===== src/rtl/sha_2_message_schedule.sv =====
`default_nettype none
// ============================================================================
// Module   : sha_2_message_schedule
// Purpose  : SHA-256 message schedule generator. It takes in the 16 words of
//            one 512-bit block as a valid/ready stream and passes them on as
//            W[0..15]. It then expands W[16..63] from a 16-word sliding window
//            and emits one word, with its index, per output handshake.
// Ports    : clk             - clock, rising edge
//            nrst            - asynchronous active-low reset
//            data_in         - message word M[t], t = 0..15
//            data_in_valid   - data_in holds a valid word
//            data_in_ready   - block accepts data_in this cycle
//            data_out        - schedule word W[t]
//            data_out_id     - index t of data_out (0..63)
//            data_out_last   - high together with W[63]
//            data_out_valid  - data_out / data_out_id / data_out_last valid
//            data_out_ready  - downstream accepts data_out this cycle
// Revision : 1.0 - initial release
// ============================================================================
module sha_2_message_schedule #(
  parameter int DATA_WIDTH = 32  // only 32 (SHA-256) is meaningful
) (
  input  logic                  clk,
  input  logic                  nrst,
  input  logic [DATA_WIDTH-1:0] data_in,
  input  logic                  data_in_valid,
  output logic                  data_in_ready,
  output logic [DATA_WIDTH-1:0] data_out,
  output logic [5:0]            data_out_id,
  output logic                  data_out_last,
  output logic                  data_out_valid,
  input  logic                  data_out_ready
);

  typedef enum logic [0:0] {
    ST_LOAD   = 1'b0,
    ST_EXPAND = 1'b1
  } state_e;

  state_e                state_q, state_d;
  logic [5:0]            t_q, t_d;
  logic [DATA_WIDTH-1:0] win_q [16];
  logic [DATA_WIDTH-1:0] win_d [16];
  logic [DATA_WIDTH-1:0] out_q, out_d;
  logic [5:0]            id_q, id_d;
  logic                  last_q, last_d;
  logic                  valid_q, valid_d;

  logic                  out_free;
  logic                  in_hs;
  logic                  shift_en;
  logic [DATA_WIDTH-1:0] shift_word;
  logic [DATA_WIDTH-1:0] expand_word;

  function automatic logic [31:0] rotr(input logic [31:0] x, input int unsigned n);
    rotr = (x >> n) | (x << (32 - n));
  endfunction

  function automatic logic [31:0] ssig0(input logic [31:0] x);
    ssig0 = rotr(x, 7) ^ rotr(x, 18) ^ (x >> 3);
  endfunction

  function automatic logic [31:0] ssig1(input logic [31:0] x);
    ssig1 = rotr(x, 17) ^ rotr(x, 19) ^ (x >> 10);
  endfunction

  // win[0] = W[t-16], win[1] = W[t-15], win[9] = W[t-7], win[14] = W[t-2]
  assign expand_word = ssig1(win_q[14]) + win_q[9] + ssig0(win_q[1]) + win_q[0];

  // The output register may be reloaded when it is empty or drains this cycle.
  assign out_free      = !valid_q || data_out_ready;
  assign data_in_ready = (state_q == ST_LOAD) && out_free;
  assign in_hs         = data_in_valid && data_in_ready;

  always_comb begin
    state_d    = state_q;
    t_d        = t_q;
    out_d      = out_q;
    id_d       = id_q;
    last_d     = last_q;
    valid_d    = valid_q;
    shift_en   = 1'b0;
    shift_word = '0;

    case (state_q)
      ST_LOAD: begin
        if (in_hs) begin
          out_d      = data_in;
          id_d       = t_q;
          last_d     = 1'b0;
          valid_d    = 1'b1;
          shift_en   = 1'b1;
          shift_word = data_in;
          t_d        = t_q + 6'd1;
          if (t_q == 6'd15) begin
            state_d = ST_EXPAND;
          end
        end else if (out_free) begin
          valid_d = 1'b0;
        end
      end
      ST_EXPAND: begin
        if (out_free) begin
          out_d      = expand_word;
          id_d       = t_q;
          last_d     = (t_q == 6'd63);
          valid_d    = 1'b1;
          shift_en   = 1'b1;
          shift_word = expand_word;
          // The counter returns to 0 only here, after W[63] is issued.
          if (t_q == 6'd63) begin
            t_d     = 6'd0;
            state_d = ST_LOAD;
          end else begin
            t_d = t_q + 6'd1;
          end
        end
      end
      default: begin
        state_d = ST_LOAD;
        t_d     = 6'd0;
      end
    endcase
  end

  always_comb begin
    for (int i = 0; i < 16; i++) begin
      win_d[i] = win_q[i];
    end
    if (shift_en) begin
      for (int i = 0; i < 15; i++) begin
        win_d[i] = win_q[i+1];
      end
      win_d[15] = shift_word;
    end
  end

  always_ff @(posedge clk or negedge nrst) begin
    if (!nrst) begin
      state_q <= ST_LOAD;
      t_q     <= 6'd0;
      out_q   <= '0;
      id_q    <= 6'd0;
      last_q  <= 1'b0;
      valid_q <= 1'b0;
      for (int i = 0; i < 16; i++) begin
        win_q[i] <= '0;
      end
    end else begin
      state_q <= state_d;
      t_q     <= t_d;
      out_q   <= out_d;
      id_q    <= id_d;
      last_q  <= last_d;
      valid_q <= valid_d;
      for (int i = 0; i < 16; i++) begin
        win_q[i] <= win_d[i];
      end
    end
  end

  assign data_out       = out_q;
  assign data_out_id    = id_q;
  assign data_out_last  = last_q;
  assign data_out_valid = valid_q;

endmodule
`default_nettype wire


===== config.mk =====
export PLATFORM = sky130hd
export DESIGN_NAME = sha_2_message_schedule
export DESIGN_NICKNAME = d
export VERILOG_FILES = /design/src/rtl/sha_2_message_schedule.sv
export SDC_FILE = /design/constraint.sdc
export NUM_CORES = 1
export LEC_CHECK = 0
export CORE_MARGIN = 2
export CORE_UTILIZATION = 56
export CTS_CLUSTER_SIZE = 16
export DETAILED_ROUTE_END_ITERATION = 10
export PLACE_DENSITY = 0.73
export SYNTH_ARGS = -nofsm -noshare
export SYNTH_HDL_FRONTEND = slang
export SYNTH_SLANG_ARGS = --single-unit

===== constraint.sdc =====
create_clock -name clk -period 3.9 [get_ports clk]
set_clock_uncertainty 0.05 [all_clocks]
set_input_delay 0.78 -clock clk [delete_from_list [all_inputs] [get_ports clk]]
set_output_delay 0.78 -clock clk [all_outputs]
set_load 0.05 [all_outputs]

# After elaboration in Yosys (flattened, before gate mapping)
# Index checks and enable logic that the tools add are counted.
# totals
regBits	559
input_bits	36
elab_cells	74
# classes
n_addsub	4
n_eq_ne	5
mux	28
bitwise	9
reduce_logical	6
# ops
op	count
32-bit 2-to-1 mux	4
32-bit one-hot mux with 2 select lines	2
32-bit adder	3
32-bit bitwise XOR	2
13-bit by 32-bit OR with 32-bit output	1
14-bit by 32-bit OR with 32-bit output	1
15-bit by 32-bit OR with 32-bit output	1
25-bit by 32-bit OR with 32-bit output	1
32-bit by 22-bit bitwise XOR with 32-bit output	1
32-bit by 29-bit bitwise XOR with 32-bit output	1
6-bit 2-to-1 mux	5
6-bit one-hot mux with 2 select lines	2
1-bit 2-to-1 mux	11
1-bit one-hot mux with 2 select lines	4
6-bit by 1-bit adder with 6-bit output (second input constant)	1
6-bit by 4-bit equality test with 1-bit output (second input constant)	1
6-bit equality test (second input constant)	1
2-bit AND reduction	2
3-bit inequality test (second input constant)	1
1-bit logical AND	2
2-bit by 1-bit inequality test with 1-bit output (second input constant)	1
2-bit inequality test (second input constant)	1
1-bit zero test	1
1-bit logical OR	1
1-bit inverter	1

# Logic depth before layout (Yosys ltp)
# Gate-level depths: netlist of the first run.
# depth
depth_word	8
ltp_mapped	17
mapped_depth_nobuf	16

# Worst setup path after synthesis of the first run
# OpenSTA, ideal clock, no wires.
# synth_path
path_kind	reg2reg
start	reg win_q[50] (netlist name)
end	reg out_q[21], in the netlist data_out[21]
arrival_ps	3721
required_ps	3724
setup_slack_ps	3
stages_incl_launch_ff	17
path_buffers	1
path_cell_list	dfrtp_1 -> clkbuf_1 -> xor2_1 -> xnor2_1 -> fa_1 -> fa_1 -> inv_1 -> ha_1 -> inv_1 -> fa_1 -> nor2b_1 -> o211ai_1 -> a21oi_1 -> o22ai_2 -> o31ai_1 -> xor2_1 -> a221o_1
# synth_via
elab_chain_cells	8
# synth_rtl
item	line	source
from (decl)	42	logic [DATA_WIDTH-1:0] win_q [16];
from (signal, indexed assignment)	157	win_q[i] <= win_d[i];
15-bit by 32-bit OR with 32-bit output	56	rotr = (x >> n) | (x << (32 - n));
32-bit bitwise XOR	64	ssig1 = rotr(x, 17) ^ rotr(x, 19) ^ (x >> 10);
32-bit by 22-bit bitwise XOR with 32-bit output (*)	64	
32-bit adder (*) (3 in series)	68	assign expand_word = ssig1(win_q[14]) + win_q[9] + ssig0(win_q[1]) + win_q[0];
32-bit 2-to-1 mux (*)	103	if (out_free) begin
32-bit one-hot mux with 2 select lines (*)	85	case (state_q)
to (signal assigned)	152	out_q <= out_d;
to (decl)	44	logic [DATA_WIDTH-1:0] out_q, out_d;
# Every way passes the cells marked *; elsewhere a longest branch is shown, timed or not. The select of a mux whose other input is x is not followed.
# A chain may end at the register's enable or synchronous reset.

# Worst setup path after layout of the first run
# layout_path
start	reg win_q[52] (netlist name)
end	reg out_q[27], in the netlist data_out[27]
# layout_via
elab_chain_cells	8
word_cells_on_any_way	9
classes_between	add/sub (3); mux (2); bitwise (4)
# layout_rtl
item	line
13-bit by 32-bit OR with 32-bit output / 15-bit by 32-bit OR with 32-bit output (equally long branches)	56
32-bit bitwise XOR	64
32-bit by 22-bit bitwise XOR with 32-bit output (*)	64
32-bit adder (*) (3 in series)	68
32-bit 2-to-1 mux (*)	103
32-bit one-hot mux with 2 select lines (*)	85
# Marks and branches as above.

==> results.sh, run 1 <==
export IMPL_status="finished, violations left"
export IMPL_violations="negative setup slack"
export IMPL_hold_class="primary input to async pin"
export IMPL_postPlaceCellArea_um2=28200
export IMPL_ys_ff_latch=559
export IMPL_antenna_found_initial=0
export IMPL_grt_busiest_layer="met2"
export IMPL_cp_end_kind="flop"
export IMPL_core_area_um2=45300
export IMPL_wl_per_cell_um=18.5
export IMPL_setup_violations=29
export IMPL_cts_tree="done"
export IMPL_max_freq_ghz=0.246
export IMPL_synth_compound_area_share=0.0779
export IMPL_fin_hold_ws_ps=179
export IMPL_areaGrowthSynthToFinish_pct=19.6
export IMPL_cts_buffers=56
export IMPL_postSynthNetCount=3001
export IMPL_diodes=0
export IMPL_synth_simple_area_share=0.218
export IMPL_h_tree_depth=2
export IMPL_drt_total_wl_mm=67.9
export IMPL_seq_area_um2=14000
export IMPL_synth_distinct_cells=67
export IMPL_synth_edff_count=0
export IMPL_muxShareOfSynthArea=0.00200
export IMPL_clockBufferDepth=3
export IMPL_ys_seq_area_frac=0.545
export IMPL_tightest_slew_ps=920
export IMPL_path_clk_slew_ps=70
export IMPL_clkSinkCount=559
export IMPL_port_buffers=76
export IMPL_final_antenna_net_count=0
export IMPL_num_io_pins=77
export IMPL_drt_drc_violations_left=0
export IMPL_yosys_area_share_adder=0.0639
export IMPL_critPathKind="flop to flop"
export IMPL_multiInputGateArea_um2=11100
export IMPL_first_pass_iters=6
export IMPL_synth_top_area_share=0.545
export IMPL_yosys_warnings=0
export IMPL_synth_area_um2=25700
export IMPL_vias=19600
export IMPL_nets=3149
export IMPL_use_met2=0.463
export IMPL_clk_latency_ps=630
export IMPL_die_h_um=218
export IMPL_drive_gt1_frac=0.124
export IMPL_synthFlopType="dfrtp_1"
export IMPL_setup_ws_ps=-160
export IMPL_yosysTopAreaCell="dfrtp_1"
export IMPL_drv_slew=0
export IMPL_grt_setup_unrepaired="yes"
export IMPL_die_x_um=218
export IMPL_first_global_vias=19700
export IMPL_rows=78
export IMPL_grtUsageMet3=0.0452
export IMPL_grt_max_degree=166
export IMPL_fin_area_um2=30700
export IMPL_grtUsageMet1=0.415
export IMPL_place_gp_congestion=0.960
export IMPL_slew_headroom=0.386
export IMPL_hold_viol_final=0
export IMPL_track_usage=0.294
export IMPL_cts_hold_buffers=0
export IMPL_arrival_ps=4500
export IMPL_netlist_instances=2871
export IMPL_required_ps=4340
export IMPL_maxCapViolations=0
export IMPL_cp_max_fo=4
export IMPL_pre_cts_ws_ps=-256
export IMPL_cts_root_buf="clkbuf_16"
export IMPL_critPathLaunchType="flop"
export IMPL_dieArea_um2=47600
export IMPL_fin_tns_setup_ps=-2110
export IMPL_initial_core_util=0.567
export IMPL_finalCriticalPeriod_ps=4060
export IMPL_synth_async_sr_flop_share=1.00
export IMPL_yosys_top_cells_area="dfrtp_1, nand2_1, fa_1"
export IMPL_fillers=3558
export IMPL_drtIter0Drc=1873
export IMPL_synth_top_family_by_area="simple AND/OR/NAND/NOR gates"
export IMPL_grt_first_pass_wirelength_mm=108
export IMPL_dp_hpwl_mm=47.7
export IMPL_grt_overflow=0
export IMPL_synthXorXnorAreaFrac=0.0491
export IMPL_period_share=1.04
export IMPL_avgViaCountPerCell=5.36
export IMPL_synth_area_per_cell_um2=8.95
cell usage after synthesis (all sizes together), types with 3 or more instances:
cell type,number
o21ai,128
mux2i,4
nor2b,4
buf,6
nand4,12
a21oi,56
xor2,56
nor3,8
a221o,14
a22oi,11
inv,123
fa,62
o22ai,20
o31ai,4
o22a,8
dfrtp,559
ha,32
o211ai,9
o21a,19
and3,14
and2,5
nor2,34
a21o,12
clkbuf,174
nand2b,3
a211o,3
or3,4
nand2,1354
a211oi,6
xnor2,88
nand3,6
placed cells by master (no fill, tap or decap), types with 6 or more instances in the layout:
| cell | n |
|---|---|
| a21o_1 | 12 |
| o21a_1 | 18 |
| ha_1 | 18 |
| ha_4 | 12 |
| nand2_1 | 1351 |
| nand4_1 | 12 |
| o22ai_1 | 19 |
| buf_6 | 11 |
| buf_12 | 21 |
| nor2_1 | 27 |
| a21oi_2 | 7 |
| clkbuf_16 | 57 |
| a21oi_1 | 45 |
| xnor2_2 | 8 |
| clkbuf_8 | 14 |
| o22a_1 | 8 |
| a221o_1 | 14 |
| o21ai_1 | 8 |
| o21ai_0 | 110 |
| inv_1 | 118 |
| clkinv_2 | 6 |
| o211ai_1 | 9 |
| xor2_1 | 52 |
| clkdlybuf4s50_1 | 75 |
| buf_4 | 162 |
| and3_1 | 14 |
| clkbuf_1 | 17 |
| a22oi_1 | 11 |
| fa_1 | 60 |
| o21ai_2 | 9 |
| xnor2_1 | 80 |
| dfrtp_1 | 554 |
path summary, 6_finish.rpt:
| check | startpoint | to | slack, ps | cells past startpoint |
|---|---|---|---|---|
| setup / recovery | win_q[52]$_DFFE_PN0P_ | data_out[27]$_DFFE_PN0P_ | -160 | 17 |
| hold / removal | nrst | win_q[323]$_DFFE_PN0P_ | 180 | 1 |
| setup reg to reg | win_q[52]$_DFFE_PN0P_ | data_out[27]$_DFFE_PN0P_ | -160 | 17 |
| hold reg to reg | win_q[64]$_DFFE_PN0P_ | win_q[96]$_DFFE_PN0P_ | 390 | 2 |
| max in group asynchronous | nrst | win_q[242]$_DFFE_PN0P_ | 2640 | 2 |
| min in group clk | win_q[64]$_DFFE_PN0P_ | win_q[96]$_DFFE_PN0P_ | 390 | 2 |
repair_timing:
action | CTS | global route
resized for setup | 76 | 47
pin swaps | 62 | 51
endpoints found under the setup margin | 42 | 49
setup buffers | 7 | 7
hold endpoints to repair | 0 | 0
final cells by class:
type	instances	share of cell area
sequential	559	0.456
multi-input combinational	2009	0.363
timing repair buffer	270	0.0822
clock buffer	88	0.0548
tap	600	0.0244
inverter	123	0.0150
clock inverter	14	0.00538
worst max-delay path, stage by stage, from the launching register on:
cell	delay, ps
dfrtp_1	400
xor2_1	180
xnor2_1	190
fa_1	470
fa_1	450
inv_1	90
ha_2	210
inv_2	40
fa_2	370
nor2b_4	140
o211ai_1	110
buf_4	190
a211oi_4	300
or3_4	200
buf_6	90
mux2i_1	180
o21ai_1	100
a21o_1	170
through the flow:
stage                     cells   util
final                      3663  0.678
after global placement     3547  0.622
after floorplan            2871      -
after global routing       3663  0.678
after CTS                  3656  0.672
after detailed placement   3547  0.622
kinds of logic (layout without fill, tap and decap cells):
| family | after synthesis | in the layout |
|---|---|---|
| XOR/XNOR | 144 | 144 |
| flip-flops | 559 | 559 |
| AND/OR/NAND/NOR | 1451 | 1451 |
| buffers and inverters | 303 | 495 |
| multiplexers | 5 | 5 |
| AO/OA/AOI/OAI | 315 | 315 |
| adder cells (fa/ha/maj) | 94 | 94 |
sequential cells by signal, indices dropped and copies added, names as in the netlist:
signal          cells
t_q                 6
data_out           32
data_out_id         6
state_q             1
data_out_valid      1
data_out_last       1
win_q             512
layer usage:
layer	routed length, µm	share of wire	vias up
li1	-	-	9271
met1	30100	0.44	9702
met2	31500	0.46	528
met3	3750	0.055	133
met4	2580	0.038	0
met5	0	0	-
Power of run 1 is not shown: default switching activity piles up to over one toggle a cycle in this logic, so the estimate is an artifact.
==> run 2: changes to the inputs <==
--- a/config.mk
+++ b/config.mk
@@ -5,11 +5,11 @@
 export SDC_FILE = /design/constraint.sdc
 export NUM_CORES = 1
 export LEC_CHECK = 0
-export CORE_MARGIN = 2
-export CORE_UTILIZATION = 56
+export CORE_MARGIN = 1
+export CORE_UTILIZATION = 30
 export CTS_CLUSTER_SIZE = 16
 export DETAILED_ROUTE_END_ITERATION = 10
-export PLACE_DENSITY = 0.73
+export PLACE_DENSITY = 0.43
 export SYNTH_ARGS = -nofsm -noshare
 export SYNTH_HDL_FRONTEND = slang
 export SYNTH_SLANG_ARGS = --single-unit
==> run 2 against run 1 <==
The run still ends with negative setup slack left. Clock-buffer cell count rose by 9. Global-route usage shrank 11 points. Final cell count is 17% higher. Hold slack got worse by 75 ps. Cell area up 7.1%. Register-to-register slack better by 30 ps. Die area grew 82%. Wire length rose by 18%. Critical endpoint is now data_out[19]$_DFFE_PN0P_.
==> results.sh, run 2 (synthesized netlist as in run 1, its figures left out) <==
export IMPL_port_buffers=76
export IMPL_areaGrowthSynthToFinish_pct=28.1
export IMPL_drtIter0Drc=1222
export IMPL_cts_buffers=69
export IMPL_fin_area_um2=32900
export IMPL_violations="negative setup slack"
export IMPL_tightest_slew_ps=895
export IMPL_final_cell_mix="nand2_1, dfrtp_1, buf_4"
export IMPL_grt_overflow=0
export IMPL_track_usage=0.189
export IMPL_num_io_pins=77
export IMPL_arrival_ps=4480
export IMPL_max_freq_ghz=0.248
export IMPL_wl_per_cell_um=18.7
export IMPL_grtUsageMet3=0.0293
export IMPL_drive_gt1_frac=0.168
export IMPL_place_gp_congestion=0.879
export IMPL_critPathKind="flop to flop"
export IMPL_h_tree_depth=3
export IMPL_dieArea_um2=86800
export IMPL_required_ps=4350
export IMPL_first_global_vias=20200
export IMPL_rows=106
export IMPL_hold_viol_final=0
export IMPL_cp_max_fo=6
export IMPL_initial_core_util=0.305
export IMPL_drt_total_wl_mm=80.0
export IMPL_fin_cells=4285
export IMPL_path_clk_slew_ps=60
export IMPL_final_common_cell="nand2_1"
export IMPL_clkSinkCount=559
export IMPL_grt_max_degree=102
export IMPL_critPathLaunchType="flop"
export IMPL_nets=3236
export IMPL_postPlaceCellArea_um2=29300
export IMPL_hold_class="primary input to async pin"
export IMPL_dp_hpwl_mm=57.2
export IMPL_grt_first_pass_wirelength_mm=124
export IMPL_clockBufferDepth=3
export IMPL_core_area_um2=84200
export IMPL_use_met2=0.289
export IMPL_reg2reg_setup_slack_ps=-130
export IMPL_maxCapViolations=0
export IMPL_die_h_um=295
export IMPL_final_antenna_net_count=0
export IMPL_period_share=1.03
export IMPL_setup_violations=26
export IMPL_vias=19700
export IMPL_dp_cells=4138
export IMPL_setup_ws_ps=-135
export IMPL_clk_latency_ps=620
export IMPL_status="finished, violations left"
export IMPL_drv_slew=0
export IMPL_antenna_found_initial=1
export IMPL_grtUsageMet1=0.269
export IMPL_drt_drc_violations_left=0
export IMPL_cts_tree="done"
export IMPL_die_x_um=295
export IMPL_grt_setup_unrepaired="yes"
export IMPL_cp_end_kind="flop"
export IMPL_grt_busiest_layer="met2"
export IMPL_cts_root_buf="clkbuf_16"
export IMPL_fillers=8517
export IMPL_finalCriticalPeriod_ps=4030
export IMPL_largest_register="win_q"
export IMPL_avgViaCountPerCell=4.60
export IMPL_largest_reg_flops=512
export IMPL_slew_headroom=0.402
export IMPL_first_pass_iters=5
export IMPL_diodes=0
==> run 2: cell count changes in the layout (fill, tap and decap cells not counted), sizes merged <==
cell,delta
clkbuf,+9
inv,-3
clkdlybuf4s50,-1
clkinvlp,+1
clkinv,+5
bufinv,+2
buf,+75
==> run 2: layout make-up <==
cell class                      count  area, µm²  area share
Sequential cell                   559      14000       0.425
Multi-Input combinational cell   2009      11600       0.352
Timing Repair Buffer              344       3180      0.0967
Clock buffer                       97       1980      0.0603
Tap cell                         1134       1420      0.0431
Inverter                          123        462      0.0140
Clock inverter                     19        274     0.00833
==> run 2: repair_timing <==
| item | in CTS | in global routing |
|---|---|---|
| hold buffers | 0 | 0 |
| pin swaps | 91 | 60 |
| hold endpoints to repair | 0 | 0 |
| setup buffers | 25 | 9 |
| resized for setup | 124 | 86 |
| endpoints found under the setup margin | 43 | 44 |
==> run 2: critical path, cell delays in order (launching register included) <==
cell and delay (ps):
dfrtp_1 490, xor2_2 220, xnor2_1 250, buf_4 180
fa_2 440, fa_1 500, inv_1 70, ha_4 310
and4_4 240, nand2_2 110, a211oi_4 320, or3_4 250
nor2_4 40, xnor2_2 160, a221o_1 300
==> run 2: through the flow <==
step	worst slack [ps]	utilization	hold WS, ps	TNS, ps
global route	-229	0.391	114	-5160
finish	-135	0.391	103	-1580
floorplan	2.76	-	388	0
CTS	-84.6	0.385	97.9	-918
global placement	-355	0.348	397	-7580
detailed placement	-358	0.348	399	-8010
==> run 2: path summary, 6_finish.rpt <==
path	from	endpoint	depth (start not counted)
setup / recovery	win_q[33]$_DFFE_PN0P_	data_out[19]$_DFFE_PN0P_	14
setup reg to reg	win_q[33]$_DFFE_PN0P_	data_out[19]$_DFFE_PN0P_	14
hold / removal	nrst	win_q[393]$_DFFE_PN0P_	1
max in group asynchronous	nrst	win_q[152]$_DFFE_PN0P_	2
min in group clk	win_q[410]$_DFFE_PN0P_	win_q[442]$_DFFE_PN0P_	2
hold reg to reg	win_q[410]$_DFFE_PN0P_	win_q[442]$_DFFE_PN0P_	2
==> run 2: per-layer routing <==
metal / share of wire / routed length [µm] / up-vias
li1: - / - / 9441
met1: 0.48 / 38200 / 9858
met2: 0.45 / 36000 / 315
met3: 0.038 / 3070 / 118
met4: 0.035 / 2780 / 0
met5: 0 / 0 / -
Power of run 2 is left out for the same reason.
==> run 3: changes to the inputs <==
--- a/config.mk
+++ b/config.mk
@@ -10,6 +10,7 @@
 export CTS_CLUSTER_SIZE = 16
 export DETAILED_ROUTE_END_ITERATION = 10
 export PLACE_DENSITY = 0.43
+export SETUP_SLACK_MARGIN = 0.15
 export SYNTH_ARGS = -nofsm -noshare
 export SYNTH_HDL_FRONTEND = slang
 export SYNTH_SLANG_ARGS = --single-unit
==> run 3 against run 2 <==
The flow still finishes with violations (negative setup slack). Clock-buffer cell count up 3. Fmax is essentially flat. Utilization fell by 0.29 points. Worst setup slack barely moved. Hold slack improved by 44 ps. Critical path depth rose by 3. Register-to-register slack about the same. Non-clock buffer count decreased by 19. Critical path type unchanged. Largest cell class unchanged.
==> results.sh, run 3 (synthesized netlist as in run 1, its figures left out) <==
export IMPL_cts_hold_buffers=0
export IMPL_r2r_end="data_out[19]$_DFFE_PN0P_"
export IMPL_core_area_um2=84200
export IMPL_max_freq_ghz=0.248
export IMPL_dieArea_um2=86800
export IMPL_antenna_found_initial=1
export IMPL_dp_hpwl_mm=56.4
export IMPL_h_tree_depth=3
export IMPL_rows=106
export IMPL_nets=3214
export IMPL_final_common_cell="nand2_1"
export IMPL_period_share=1.03
export IMPL_clkSinkCount=559
export IMPL_track_usage=0.187
export IMPL_cts_tree="done"
export IMPL_port_buffers=76
export IMPL_final_core_util=0.388
export IMPL_slew_headroom=0.421
export IMPL_drive_gt1_frac=0.161
export IMPL_diodes=0
export IMPL_clk_latency_ps=600
export IMPL_critPathKind="flop to flop"
export IMPL_fin_tns_setup_ps=-1350
export IMPL_grt_max_degree=88
export IMPL_vias=19700
export IMPL_grt_overflow=0
export IMPL_maxCapViolations=0
export IMPL_reg2regPathDepth=17
export IMPL_final_cell_mix="nand2_1, dfrtp_1, buf_4"
export IMPL_wl_per_cell_um=18.6
export IMPL_drtIter0Drc=1279
export IMPL_drt_drc_violations_left=0
export IMPL_cp_end_kind="flop"
export IMPL_hold_viol_final=0
export IMPL_status="finished, violations left"
export IMPL_arrival_ps=4470
export IMPL_tightest_slew_ps=865
export IMPL_final_antenna_net_count=0
export IMPL_cts_root_buf="clkbuf_16"
export IMPL_avgViaCountPerCell=4.61
export IMPL_path_clk_slew_ps=60
export IMPL_first_pass_iters=5
export IMPL_die_x_um=295
export IMPL_first_global_vias=20300
export IMPL_hold_class="primary input to async pin"
export IMPL_drv_slew=0
export IMPL_cp_endpoint="data_out[19]$_DFFE_PN0P_"
export IMPL_seq_area_um2=14000
export IMPL_setup_violations=18
export IMPL_violations="negative setup slack"
export IMPL_r2r_start="win_q[52]$_DFFE_PN0P_"
export IMPL_drt_total_wl_mm=79.3
export IMPL_initial_core_util=0.305
export IMPL_crit_start="win_q[52]$_DFFE_PN0P_"
export IMPL_reg2reg_setup_slack_ps=-130
export IMPL_cts_buffers=66
export IMPL_finalCriticalPeriod_ps=4030
export IMPL_fillers=8511
export IMPL_largest_reg_flops=512
export IMPL_clockBufferDepth=3
export IMPL_cp_max_fo=3
export IMPL_num_io_pins=77
export IMPL_areaGrowthSynthToFinish_pct=27.1
export IMPL_die_h_um=295
export IMPL_setup_ws_ps=-134
export IMPL_required_ps=4340
export IMPL_largest_register="win_q"
export IMPL_multiInputGateArea_um2=11500
export IMPL_grt_setup_unrepaired="yes"
export IMPL_grt_first_pass_wirelength_mm=123
export IMPL_critPathLaunchType="flop"
export IMPL_place_gp_congestion=0.897
==> run 3: changes by cell type in the layout (fill, tap and decap cells not counted), moves of 4 or more <==
cell	change
xor2_2	-7
clkbuf_8	+6
buf_6	+4
ha_1	+7
ha_4	-9
xnor2_2	-5
buf_4	-22
a21oi_2	+4
xor2_1	+5
a21oi_1	-4
==> run 3: cell type report <==
class | instances | area share
clock inverters | 16 | 0.00617
well taps | 1134 | 0.0434
multi-input cells | 2009 | 0.352
flip-flops and latches | 559 | 0.429
inverters | 123 | 0.0141
repair buffers | 325 | 0.0929
clock buffers | 100 | 0.0623
==> run 3: timing repair <==
action,4_1_cts,5_1_grt
setup buffers,20,5
pin swaps,86,48
gates resized for setup,123,82
endpoints found under the hold margin,0,0
endpoints found under the setup margin,50,49
==> run 3: critical path, stage by stage (launching register included) <==
cell and delay, ps:
dfrtp_1 410, xor2_1 180, xnor2_1 230, fa_1 480, fa_1 480, inv_2 80
ha_4 130, inv_2 40, fa_2 360, nor2b_2 130, o211ai_1 90, buf_4 170
buf_6 120, a211oi_4 260, or3_4 210, nor2_4 50, xnor2_2 160, a221o_1 300
==> run 3: worst min path at each step <==
stage / startpoint / endpoint
floorplan: win_q[0]$_DFFE_PN0P_ / win_q[32]$_DFFE_PN0P_
global placement: win_q[308]$_DFFE_PN0P_ / win_q[340]$_DFFE_PN0P_
detailed placement: win_q[131]$_DFFE_PN0P_ / win_q[163]$_DFFE_PN0P_
CTS: nrst / win_q[389]$_DFFE_PN0P_
global route: nrst / win_q[389]$_DFFE_PN0P_
finish: nrst / win_q[389]$_DFFE_PN0P_
==> run 3: through the flow <==
| step | std cells | hold slack [ps] | instance area (µm²) | setup slack (ps) |
|---|---|---|---|---|
| after floorplan | 2871 | 388 | 25700 | 101 |
| after global placement | 4125 | 397 | 29200 | -404 |
| after detailed placement | 4125 | 396 | 29200 | -378 |
| after CTS | 4261 | 196 | 32200 | -140 |
| after global routing | 4266 | 206 | 32700 | -285 |
| final | 4266 | 147 | 32700 | -134 |
==> run 3: per-layer routing <==
metal,routed length [µm],up-vias,GRT usage
li1,-,9403,-
met1,38000,9833,0.264
met2,36700,317,0.298
met3,2660,102,0.0273
met4,1880,0,0.0526
met5,0,-,0
Power of run 3 is left out for the same reason.
